===== config.mk =====
export PLATFORM = sky130hd
export DESIGN_NAME = arb_serial_requester_flat
export DESIGN_NICKNAME = d
export VERILOG_FILES = /design/src/rtl/arb_serial_pkg.sv /design/src/rtl/arb_serial_requester_if.sv /design/src/rtl/arb_serial_fifo.sv /design/src/rtl/arb_serial_requester.sv /design/src/flat_wrapper.sv
export SDC_FILE = /design/constraint.sdc
export NUM_CORES = 1
export LEC_CHECK = 0
export BUFFER_PORTS_ARGS = -buffer_cell sky130_fd_sc_hd__buf_2
export CAP_MARGIN = 20
export CORE_ASPECT_RATIO = 0.5
export CORE_UTILIZATION = 54
export CTS_CLUSTER_DIAMETER = 50
export DETAILED_ROUTE_END_ITERATION = 10
export PLACE_DENSITY = 0.78
export SYNTH_ARGS = -nofsm -noshare
export SYNTH_HDL_FRONTEND = slang
export SYNTH_SLANG_ARGS = --single-unit

===== constraint.sdc =====
create_clock -name clock -period 2.2 [get_ports clock]
set_input_delay 0.11 -clock clock [delete_from_list [all_inputs] [get_ports clock]]
set_output_delay 0.11 -clock clock [all_outputs]
set_load 0.01 [all_outputs]

===== src/rtl/arb_serial_pkg.sv =====
// Shared state encoding, default width and parity helper for the serial requester slice.
package arb_serial_pkg;

  typedef enum logic [1:0] {
    IDLE,
    REQ,
    SHIFT,
    RELEASE
  } state_t;

  localparam int DEFAULT_DATA_W = 8;

  // Zero-extending the word before the XOR does not change the result.
  function automatic logic even_parity(input logic [63:0] word);
    return ^word;
  endfunction

endpackage


===== src/rtl/arb_serial_requester_if.sv =====
// Local-writer, arbiter and serial-output signals of one requester.
// The master modport is the requester's view and the slave modport is the environment's view.
interface arb_serial_requester_if
  import arb_serial_pkg::*;
#(
  parameter int DATA_W = DEFAULT_DATA_W
) ();

  logic              wr_en;
  logic [DATA_W-1:0] wr_data;
  logic              full;
  logic              empty;
  logic              req;
  logic              gnt;
  logic              ser_out;
  logic              ser_valid;
  logic              abort;

  modport master (
    input  wr_en, wr_data, gnt,
    output full, empty, req, ser_out, ser_valid, abort
  );

  modport slave (
    output wr_en, wr_data, gnt,
    input  full, empty, req, ser_out, ser_valid, abort
  );

endinterface


===== src/rtl/arb_serial_fifo.sv =====
// Small DEPTH x DATA_W word buffer with a combinational head word.
// full and empty come from a registered occupancy count.
module arb_serial_fifo
  import arb_serial_pkg::*;
#(
  parameter int DEPTH  = 4,
  parameter int DATA_W = DEFAULT_DATA_W
) (
  input  logic              clock,
  input  logic              reset,
  input  logic              wr_en,
  input  logic [DATA_W-1:0] wr_data,
  input  logic              rd_en,
  output logic [DATA_W-1:0] rd_data,
  output logic              full,
  output logic              empty
);

  localparam int PTR_W = $clog2(DEPTH);
  localparam int CNT_W = PTR_W + 1;

  logic [DATA_W-1:0] mem [DEPTH];
  logic [PTR_W-1:0]  wr_ptr_reg, rd_ptr_reg;
  logic [CNT_W-1:0]  count_reg;
  logic              wr_ok, rd_ok;

  // A write into a full buffer is dropped even when a pop happens in the same cycle.
  assign full    = (count_reg == CNT_W'(DEPTH));
  assign empty   = (count_reg == '0);
  assign wr_ok   = wr_en && !full;
  assign rd_ok   = rd_en && !empty;
  assign rd_data = mem[rd_ptr_reg];

  always_ff @(posedge clock) begin
    if (wr_ok) mem[wr_ptr_reg] <= wr_data;
  end

  always_ff @(posedge clock) begin
    if (!reset) begin
      wr_ptr_reg <= '0;
      rd_ptr_reg <= '0;
      count_reg  <= '0;
    end else begin
      if (wr_ok) wr_ptr_reg <= wr_ptr_reg + 1'b1;
      if (rd_ok) rd_ptr_reg <= rd_ptr_reg + 1'b1;
      if (wr_ok && !rd_ok)      count_reg <= count_reg + 1'b1;
      else if (rd_ok && !wr_ok) count_reg <= count_reg - 1'b1;
    end
  end

endmodule


===== src/rtl/arb_serial_requester.sv =====
// Requester-side arbiter client: buffers words, requests a grant, then shifts each word out LSB-first.
// Defining SERIAL_PARITY_EN appends one even-parity bit to each frame.
module arb_serial_requester
  import arb_serial_pkg::*;
#(
  parameter int DEPTH  = 4,
  parameter int DATA_W = DEFAULT_DATA_W
) (
  input  logic                  clock,
  input  logic                  reset,
  arb_serial_requester_if.master bus
);

`ifdef SERIAL_PARITY_EN
  localparam int FRAME_W = DATA_W + 1;
`else
  localparam int FRAME_W = DATA_W;
`endif
  localparam int               CNT_W    = $clog2(DATA_W + 1);
  localparam logic [CNT_W-1:0] LAST_CNT = CNT_W'(FRAME_W - 1);

  state_t             state_reg, state_next;
  logic               req_reg, req_next;
  logic               ser_out_reg, ser_out_next;
  logic               ser_valid_reg, ser_valid_next;
  logic               abort_reg, abort_next;
  logic [FRAME_W-1:0] shift_reg, shift_next;
  logic [CNT_W-1:0]   bit_cnt_reg, bit_cnt_next;

  logic               fifo_pop, fifo_full, fifo_empty;
  logic [DATA_W-1:0]  fifo_rd_data;
  logic [FRAME_W-1:0] frame_word;

  arb_serial_fifo #(
    .DEPTH  (DEPTH),
    .DATA_W (DATA_W)
  ) u_fifo (
    .clock   (clock),
    .reset   (reset),
    .wr_en   (bus.wr_en),
    .wr_data (bus.wr_data),
    .rd_en   (fifo_pop),
    .rd_data (fifo_rd_data),
    .full    (fifo_full),
    .empty   (fifo_empty)
  );

`ifdef SERIAL_PARITY_EN
  assign frame_word = {even_parity(64'(fifo_rd_data)), fifo_rd_data};
`else
  assign frame_word = fifo_rd_data;
`endif

  assign bus.full      = fifo_full;
  assign bus.empty     = fifo_empty;
  assign bus.req       = req_reg;
  assign bus.ser_out   = ser_out_reg;
  assign bus.ser_valid = ser_valid_reg;
  assign bus.abort     = abort_reg;

  always_ff @(posedge clock) begin
    if (!reset) begin
      state_reg     <= IDLE;
      req_reg       <= 1'b0;
      ser_out_reg   <= 1'b0;
      ser_valid_reg <= 1'b0;
      abort_reg     <= 1'b0;
      shift_reg     <= '0;
      bit_cnt_reg   <= '0;
    end else begin
      state_reg     <= state_next;
      req_reg       <= req_next;
      ser_out_reg   <= ser_out_next;
      ser_valid_reg <= ser_valid_next;
      abort_reg     <= abort_next;
      shift_reg     <= shift_next;
      bit_cnt_reg   <= bit_cnt_next;
    end
  end

  always_comb begin
    state_next     = state_reg;
    req_next       = req_reg;
    ser_out_next   = ser_out_reg;
    ser_valid_next = ser_valid_reg;
    abort_next     = 1'b0;
    shift_next     = shift_reg;
    bit_cnt_next   = bit_cnt_reg;
    fifo_pop       = 1'b0;

    case (state_reg)
      IDLE: begin
        if (!fifo_empty) begin
          req_next   = 1'b1;
          state_next = REQ;
        end
      end
      REQ: begin
        if (bus.gnt) begin
          fifo_pop       = 1'b1;
          shift_next     = frame_word;
          ser_out_next   = frame_word[0];
          ser_valid_next = 1'b1;
          bit_cnt_next   = '0;
          state_next     = SHIFT;
        end
      end
      SHIFT: begin
        // A lost grant ends the frame; the popped word is discarded, not re-queued.
        if (!bus.gnt) begin
          abort_next     = 1'b1;
          ser_valid_next = 1'b0;
          ser_out_next   = 1'b0;
          req_next       = 1'b0;
          state_next     = RELEASE;
        end else if (bit_cnt_reg == LAST_CNT) begin
          ser_valid_next = 1'b0;
          ser_out_next   = 1'b0;
          req_next       = 1'b0;
          state_next     = RELEASE;
        end else begin
          shift_next     = shift_reg >> 1;
          ser_out_next   = shift_reg[1];
          bit_cnt_next   = bit_cnt_reg + 1'b1;
        end
      end
      RELEASE: begin
        req_next   = 1'b0;
        state_next = IDLE;
      end
      default: state_next = IDLE;
    endcase
  end

endmodule


===== src/flat_wrapper.sv =====
// flat-port wrapper written by rule: the top's interface ports become plain ports
module arb_serial_requester_flat import arb_serial_pkg::*;
#(
  parameter int DEPTH  = 4,
  parameter int DATA_W = DEFAULT_DATA_W
)
  (clock, reset, bus_wr_en, bus_wr_data, bus_gnt, bus_full, bus_empty, bus_req, bus_ser_out, bus_ser_valid, bus_abort);
  arb_serial_requester_if #(.DATA_W(DATA_W)) bus_i ();
  input  logic clock;
  input  logic reset;
  input wire logic [$bits(bus_i.wr_en)-1:0] bus_wr_en;
  input wire logic [$bits(bus_i.wr_data)-1:0] bus_wr_data;
  input wire logic [$bits(bus_i.gnt)-1:0] bus_gnt;
  output wire logic [$bits(bus_i.full)-1:0] bus_full;
  output wire logic [$bits(bus_i.empty)-1:0] bus_empty;
  output wire logic [$bits(bus_i.req)-1:0] bus_req;
  output wire logic [$bits(bus_i.ser_out)-1:0] bus_ser_out;
  output wire logic [$bits(bus_i.ser_valid)-1:0] bus_ser_valid;
  output wire logic [$bits(bus_i.abort)-1:0] bus_abort;
  assign bus_i.wr_en = bus_wr_en;
  assign bus_i.wr_data = bus_wr_data;
  assign bus_i.gnt = bus_gnt;
  assign bus_full = bus_i.full;
  assign bus_empty = bus_i.empty;
  assign bus_req = bus_i.req;
  assign bus_ser_out = bus_i.ser_out;
  assign bus_ser_valid = bus_i.ser_valid;
  assign bus_abort = bus_i.abort;
  arb_serial_requester #(.DEPTH(DEPTH), .DATA_W(DATA_W)) u_core (.clock(clock), .reset(reset), .bus(bus_i));
endmodule

==> flow_metrics.tcl, run 1 <==
set metrics [dict create \
    place_ws_ns -0.06813 \
    synth-edff-count 32 \
    cts-htree-levels 3 \
    relSlewSlack_pct 58.81 \
    setup_viol 0 \
    drive_gt1_share_pct 22.09 \
    final.fill_count 339 \
    wl_per_cell_um 15.97 \
    reg2reg_setup_slack_ns 0.06 \
    via_per_inst 5.533 \
    post_dp_cell_area_mm2 0.002739 \
    p_int_mw 2.364 \
    grt_pass1_wl_mm 8.231 \
    combPwrFrac_pct 25.4 \
    cpPeakStageDelay_ns 0.37 \
    worstPathCellList "inv_1, ha_4, o311ai_4, ha_2, inv_1, fa_1, xor2_1, or3_1, a21oi_2" \
    power.share.sequential_pct 43.0 \
    synth-main-ff-cell "edfxtp_1" \
    layout_min_cycle_time_ns 2.137 \
    skew_ns 0.004262 \
    synth_top_area_share_pct 36.18 \
    synthAdderAreaFrac_pct 5.935 \
    nets 268 \
    cts_buffer_depth 2 \
    dp_hpwl_mm 3.269 \
    diodes 0 \
    synth_area_mm2 0.002656 \
    tightest_slew_ns 0.6093 \
    clock.fmax_ghz 0.4680 \
    final.setup.worst_slack_ns 0.06311 \
    path_buf_inv 2 \
    grt_usage_pct 22.08 \
    first_iter_violations 122 \
    cts_made_buffers 9 \
    ios 18 \
    cap_violations 0 \
    synth_area_leaders "edfxtp_1, dfxtp_1, mux2i_1" \
    cp_top_family "adder cells" \
    cp.arrival_ns 2.40 \
    p_sw_mw 1.013 \
    grt_max_degree 25 \
    fin_crit_sh_pct 97.13 \
    grt-ovfl-total 0 \
    synth_top_cell_by_area "edfxtp_1" \
    clk_latency_ns 0.34 \
    leakagePower_nw 1.153 \
    die_area_mm2 0.005221 \
    critPathKind "flip-flop to flip-flop" \
    irDropWorstVdd_v 0.0004128 \
    antenna_found_initial 0 \
    largest_reg_flops 32 \
    critPathMostFrequentCell "inv_1" \
    area_growth_pct 16.06 \
    numClockSinks 58 \
    clkPwrFrac_pct 31.6 \
    place.gp.congestion 0.7748 \
    root_buffer "clkbuf_8" \
    core-area_mm2 0.004552 \
    firstDrtPassIters 4 \
    cp_slowest_cell "dfxtp_4" \
    start_kind "flip-flop" \
    synth_top_family_by_area "compound AO/OA/AOI/OAI gates" \
    synth.distinct_cells 49 \
    routed_wl_mm 5.032 \
    initial_core_util_pct 58.36 \
    detail-route-antenna-nets 0 \
    synth-simple-area-share_pct 10.65 \
    die_x_um 101.2 \
    die_y_um 51.60 \
    powerDensity_mw_per_mm2 1096 \
    synth_seq_cells 58 \
    netSwitchingFraction_pct 30.00 \
    synth-xor-area-share_pct 0.9892 \
    cp_max_fo 4 \
    final-hold-violation-count 0 \
    worst_ep_required_time_ns 2.46 \
    post-route-drc-count 0 \
    synth_compound_area_share_pct 12.48 \
    ys_warn_count 0 \
    stdcell_area_mm2 0.003083 \
    syn_nets 239 \
    synth.area.mux_share_pct 7.725 \
    seq_area_frac_synth_pct 55.77 \
    status "completed" \
    layout_common_cells "edfxtp_1, dfxtp_1, buf_2" \
    rows 17 \
    clk_pin_slew_worst_paths_ns 0.07 \
    synthArstFlopShare_pct 0 \
    worst_hold_path_type "input pin to flip-flop" \
    syn_inst 215 \
    syn_area_per_cell_um2 12.35 \
    cts_tree "done" \
    vias 1743 \
    crit_path_end_kind "flip-flop" \
    final_common_cell "edfxtp_1" \
    numPortBuffers 17 \
    drv_slew 0 \
    grt_pass1_vias 1614 \
]
## synth_stat cells, types with 2 or more instances
| cell | instances |
|---|---|
| clkbuf_8 | 5 |
| clkbuf_1 | 4 |
| nor3_1 | 8 |
| nor2b_1 | 2 |
| nand3b_1 | 3 |
| edfxtp_1 | 32 |
| o31ai_1 | 2 |
| dfxtp_1 | 26 |
| xor2_1 | 2 |
| a211oi_1 | 2 |
| nand2_1 | 13 |
| mux2i_1 | 16 |
| o21bai_1 | 5 |
| ha_1 | 11 |
| nand3_1 | 3 |
| buf_6 | 3 |
| nand2b_1 | 2 |
| o21ai_1 | 4 |
| or3_1 | 4 |
| o21ai_0 | 9 |
| inv_1 | 10 |
| o32ai_1 | 2 |
| and3_1 | 5 |
| a21oi_1 | 8 |
| o311a_1 | 5 |
| nor2_1 | 6 |
## what timing repair did
item,4_1_cts,5_1_grt
setup endpoints to repair,1,1
cloned,0,0
endpoints found under the hold margin,32,0
resized for setup,4,7
buffers inserted,1,0
pin swaps,1,2
hold buffers,8,0
## final timing paths
path	startpoint	to	depth (start not counted)
worst max-delay path	u_core.state_reg[1]	u_core.u_fifo.count_reg[2]	9
worst min register to register	u_core.bus.req	u_core.bus.req	2
worst max register to register	u_core.state_reg[1]	u_core.u_fifo.count_reg[2]	9
worst min-delay path	bus_wr_en	u_core.u_fifo.wr_ptr_reg[1]	3
## cells by family (layout without fill, tap and decap cells)
group / Yosys count / count (layout)
DFF: 58 / 58
muxes: 19 / 19
AOI/OAI and AO/OA: 46 / 46
xor gates and xnor gates: 3 / 3
and+or+nand+nor: 52 / 52
buffers and inverters: 25 / 59
adders and majority gates: 12 / 12
## layer usage
| layer | track usage, % | vias up | routed length, um |
|---|---|---|---|
| li1 | - | 850 | - |
| met5 | 0 | - | 0 |
| met1 | 29.24 | 856 | 2479 |
| met4 | 7.488 | 0 | 42 |
| met2 | 33.67 | 31 | 2279 |
| met3 | 8.199 | 6 | 230 |
## through the flow
stage	util [%]	instances	hold WS [ns]	total power, mW	TNS, ns
final	67.73	315	0.09269	3.377	0
after global routing	67.73	315	0.1162	3.542	-0.003373
after CTS	67.26	315	0.07648	3.359	0
after detailed placement	60.17	290	0.3289	2.255	-0.06813
after global placement	60.17	290	0.3187	2.216	0
after floorplan	-	215	0.2089	2.046	0
## worst register-to-register path, delay by kind of cell, from the launching register on
family	cells	cell delay, ns
simple gates	1	0.33
flops	1	0.37
compound gates	2	0.25
xor+xnor	1	0.16
buf+inv	2	0.14
fa+ha+maj	3	0.81
## power by group through the flow
stage	combinational [mW]	clock, mW	sequential, mW
CTS	0.835	1.08	1.44
finish	0.856	1.07	1.45
detailed placement	0.797	0	1.46
floorplan	0.608	0	1.44
global route	0.943	1.12	1.48
global placement	0.770	0	1.45
## final cells by class
class	count	area [um^2]	share of cell area [%]
repair buffers	32	217.7	7.062
multi-input cells	132	1035	33.56
clock buffers	9	123.9	4.018
flip-flops and latches	58	1489	48.30
well taps	66	82.58	2.679
inverters	11	41.29	1.339
clock inverters	7	93.84	3.044
(Power assumes the default switching activity.)
==> inputs of run 2 (changes only) <==
==> constraint.sdc (replaced) <==
create_clock -name clock -period 1.8 [get_ports clock]
set_input_delay 0.09 -clock clock [delete_from_list [all_inputs] [get_ports clock]]
set_output_delay 0.09 -clock clock [all_outputs]
set_load 0.01 [all_outputs]
==> run 2 against run 1 <==
The run now ends with setup timing left. Cell count grew 5.1%. Sequential share of layout area shrank 1.4 points. Global-route usage up 1.5 points. Total power is 21% higher. Routed wire length up 4.8%. Die area did not move. Critical endpoint unchanged. Largest cell class unchanged.
==> flow_metrics.tcl, run 2 (same netlist as run 1, synthesis figures left out) <==
set metrics [dict create \
    fin_crit_sh_pct 107.6 \
    rr_startpoint "u_core.u_fifo.count_reg[2]" \
    cp_max_fo 6 \
    finalSetupTns_ns -0.1701 \
    reg2reg_setup_slack_ns -0.14 \
    hold-worst-slack_ns 0.09640 \
    wl_per_cell_um 15.93 \
    grt-ovfl-total 0 \
    use_met1_pct 29.41 \
    area_growth_pct 19.83 \
    grt_pass1_wl_mm 8.901 \
    worst_ep_required_time_ns 2.06 \
    worst_hold_path_type "input pin to flip-flop" \
    cp.arrival_ns 2.19 \
    clock.fmax_ghz 0.5163 \
    place.gp.congestion 0.8095 \
    clk_pin_slew_worst_paths_ns 0.07 \
    rows 17 \
    first_iter_violations 136 \
    ios 18 \
    vias 1840 \
    clkPwrFrac_pct 27.4 \
    p_total_mw 4.077 \
    numPortBuffers 17 \
    dp_hpwl_mm 3.579 \
    power.share.sequential_pct 43.7 \
    post_cts_buffers 0 \
    status "finished with violations" \
    grt_usage_pct 23.55 \
    hold_end "u_core.u_fifo.wr_ptr_reg[0]" \
    p_sw_mw 1.219 \
    p_int_mw 2.858 \
    post-route-drc-count 0 \
    tightest_slew_ns 0.4727 \
    use_met3_pct 8.065 \
    diodes 0 \
    dp_cells 307 \
    cts_tree "done" \
    start_kind "flip-flop" \
    clk_latency_ns 0.33 \
    cts_made_buffers 9 \
    relSlewSlack_pct 68.48 \
    antenna_found_initial 0 \
    numClockSinks 58 \
    cap_violations 0 \
    final.setup.worst_slack_ns -0.1369 \
    rsz0062_at_grt "yes" \
    root_buffer "clkbuf_8" \
    crit_path_end_kind "flip-flop" \
    layout_min_cycle_time_ns 1.937 \
    die_x_um 101.2 \
    rr_endpoint "u_core.u_fifo.count_reg[2]" \
    met2_usage_pct 38.10 \
    via_per_inst 5.559 \
    setup_viol 2 \
    leakagePower_nw 1.214 \
    final_common_cell "edfxtp_1" \
    hold_start "bus_wr_en" \
    netSwitchingFraction_pct 29.90 \
    drive_gt1_share_pct 27.92 \
    cts_buffer_depth 2 \
    powerDensity_mw_per_mm2 1281 \
    core-area_mm2 0.004552 \
    combPwrFrac_pct 28.9 \
    skew_ns 0.006121 \
    drv_slew 0 \
    critPathKind "flip-flop to flip-flop" \
    place_ws_ns -0.1117 \
    detail-route-antenna-nets 0 \
    layout.cells.non_filler 331 \
    die_y_um 51.60 \
    grt.busiest_layer "met2" \
    grt_max_degree 20 \
    violations "setup timing" \
    firstDrtPassIters 4 \
    initial_core_util_pct 58.36 \
    largest_reg_flops 32 \
    nets 284 \
    cts-htree-levels 3 \
    die_area_mm2 0.005221 \
    grt_pass1_vias 1908 \
    rr_worst_depth 9 \
    final-hold-violation-count 0 \
    layout_common_cells "edfxtp_1, buf_4, dfxtp_1" \
    routed_wl_mm 5.273 \
    hold_depth 3 \
    irDropWorstVdd_v 0.0006010 \
]
[run 2: critical path, cell delays in order, from the launching register on]
cell,delay (ns)
dfxtp_2,0.35
or3b_4,0.25
inv_2,0.04
nor2_2,0.09
ha_2,0.18
inv_2,0.04
fa_2,0.33
xor2_1,0.15
or3_1,0.32
a21oi_2,0.12
[run 2: metal layers]
metal  vias to the layer above  share of wire [%]
li1                        883                  -
met1                       885                 46
met2                        62                 47
met3                        10                5.8
met4                         0                1.6
met5                         -                  0
[run 2: timing repair]
action | CTS | global route
hold endpoints to repair | 32 | 0
pin swaps | 0 | 1
endpoints found under the setup margin | 2 | 12
hold buffers | 8 | 0
gates resized for setup | 0 | 6
[run 2: final cells by class]
cell class | instances | area [um^2]
inverter | 11 | 41.29
tap | 66 | 82.58
multi-input combinational | 132 | 1042
clock buffer | 10 | 127.6
timing repair buffer | 48 | 337.8
fill | 326 | 1369
sequential | 58 | 1494
clock inverter | 6 | 57.56
[run 2: power by group through the flow]
stage	Sequential [mW]	Combinational [mW]	Clock (mW)
global route	1.81	1.31	1.21
finish	1.78	1.18	1.12
detailed placement	1.80	1.14	0
floorplan	1.78	0.771	0
CTS	1.77	1.16	1.15
global placement	1.78	1.11	0
[run 2: worst max path at each step]
stage                          startpoint                    endpoint  cells past startpoint
2_1_floorplan  u_core.u_fifo.count_reg[2]  u_core.u_fifo.count_reg[2]                     10
3_3_place_gp   u_core.u_fifo.count_reg[0]  u_core.u_fifo.count_reg[2]                      7
3_5_place_dp   u_core.u_fifo.count_reg[2]  u_core.u_fifo.count_reg[2]                      9
4_1_cts        u_core.u_fifo.count_reg[2]  u_core.u_fifo.count_reg[2]                      9
5_1_grt        u_core.u_fifo.count_reg[2]  u_core.u_fifo.count_reg[2]                      9
6_report       u_core.u_fifo.count_reg[2]  u_core.u_fifo.count_reg[2]                      9
[run 2: stage by stage]
stage,util (%),area (um^2)
2_1_floorplan,-,2694
3_3_place_gp,63.77,2903
3_5_place_dp,63.77,2903
4_1_cts,69.60,3168
5_1_grt,69.93,3183
6_report,69.93,3183
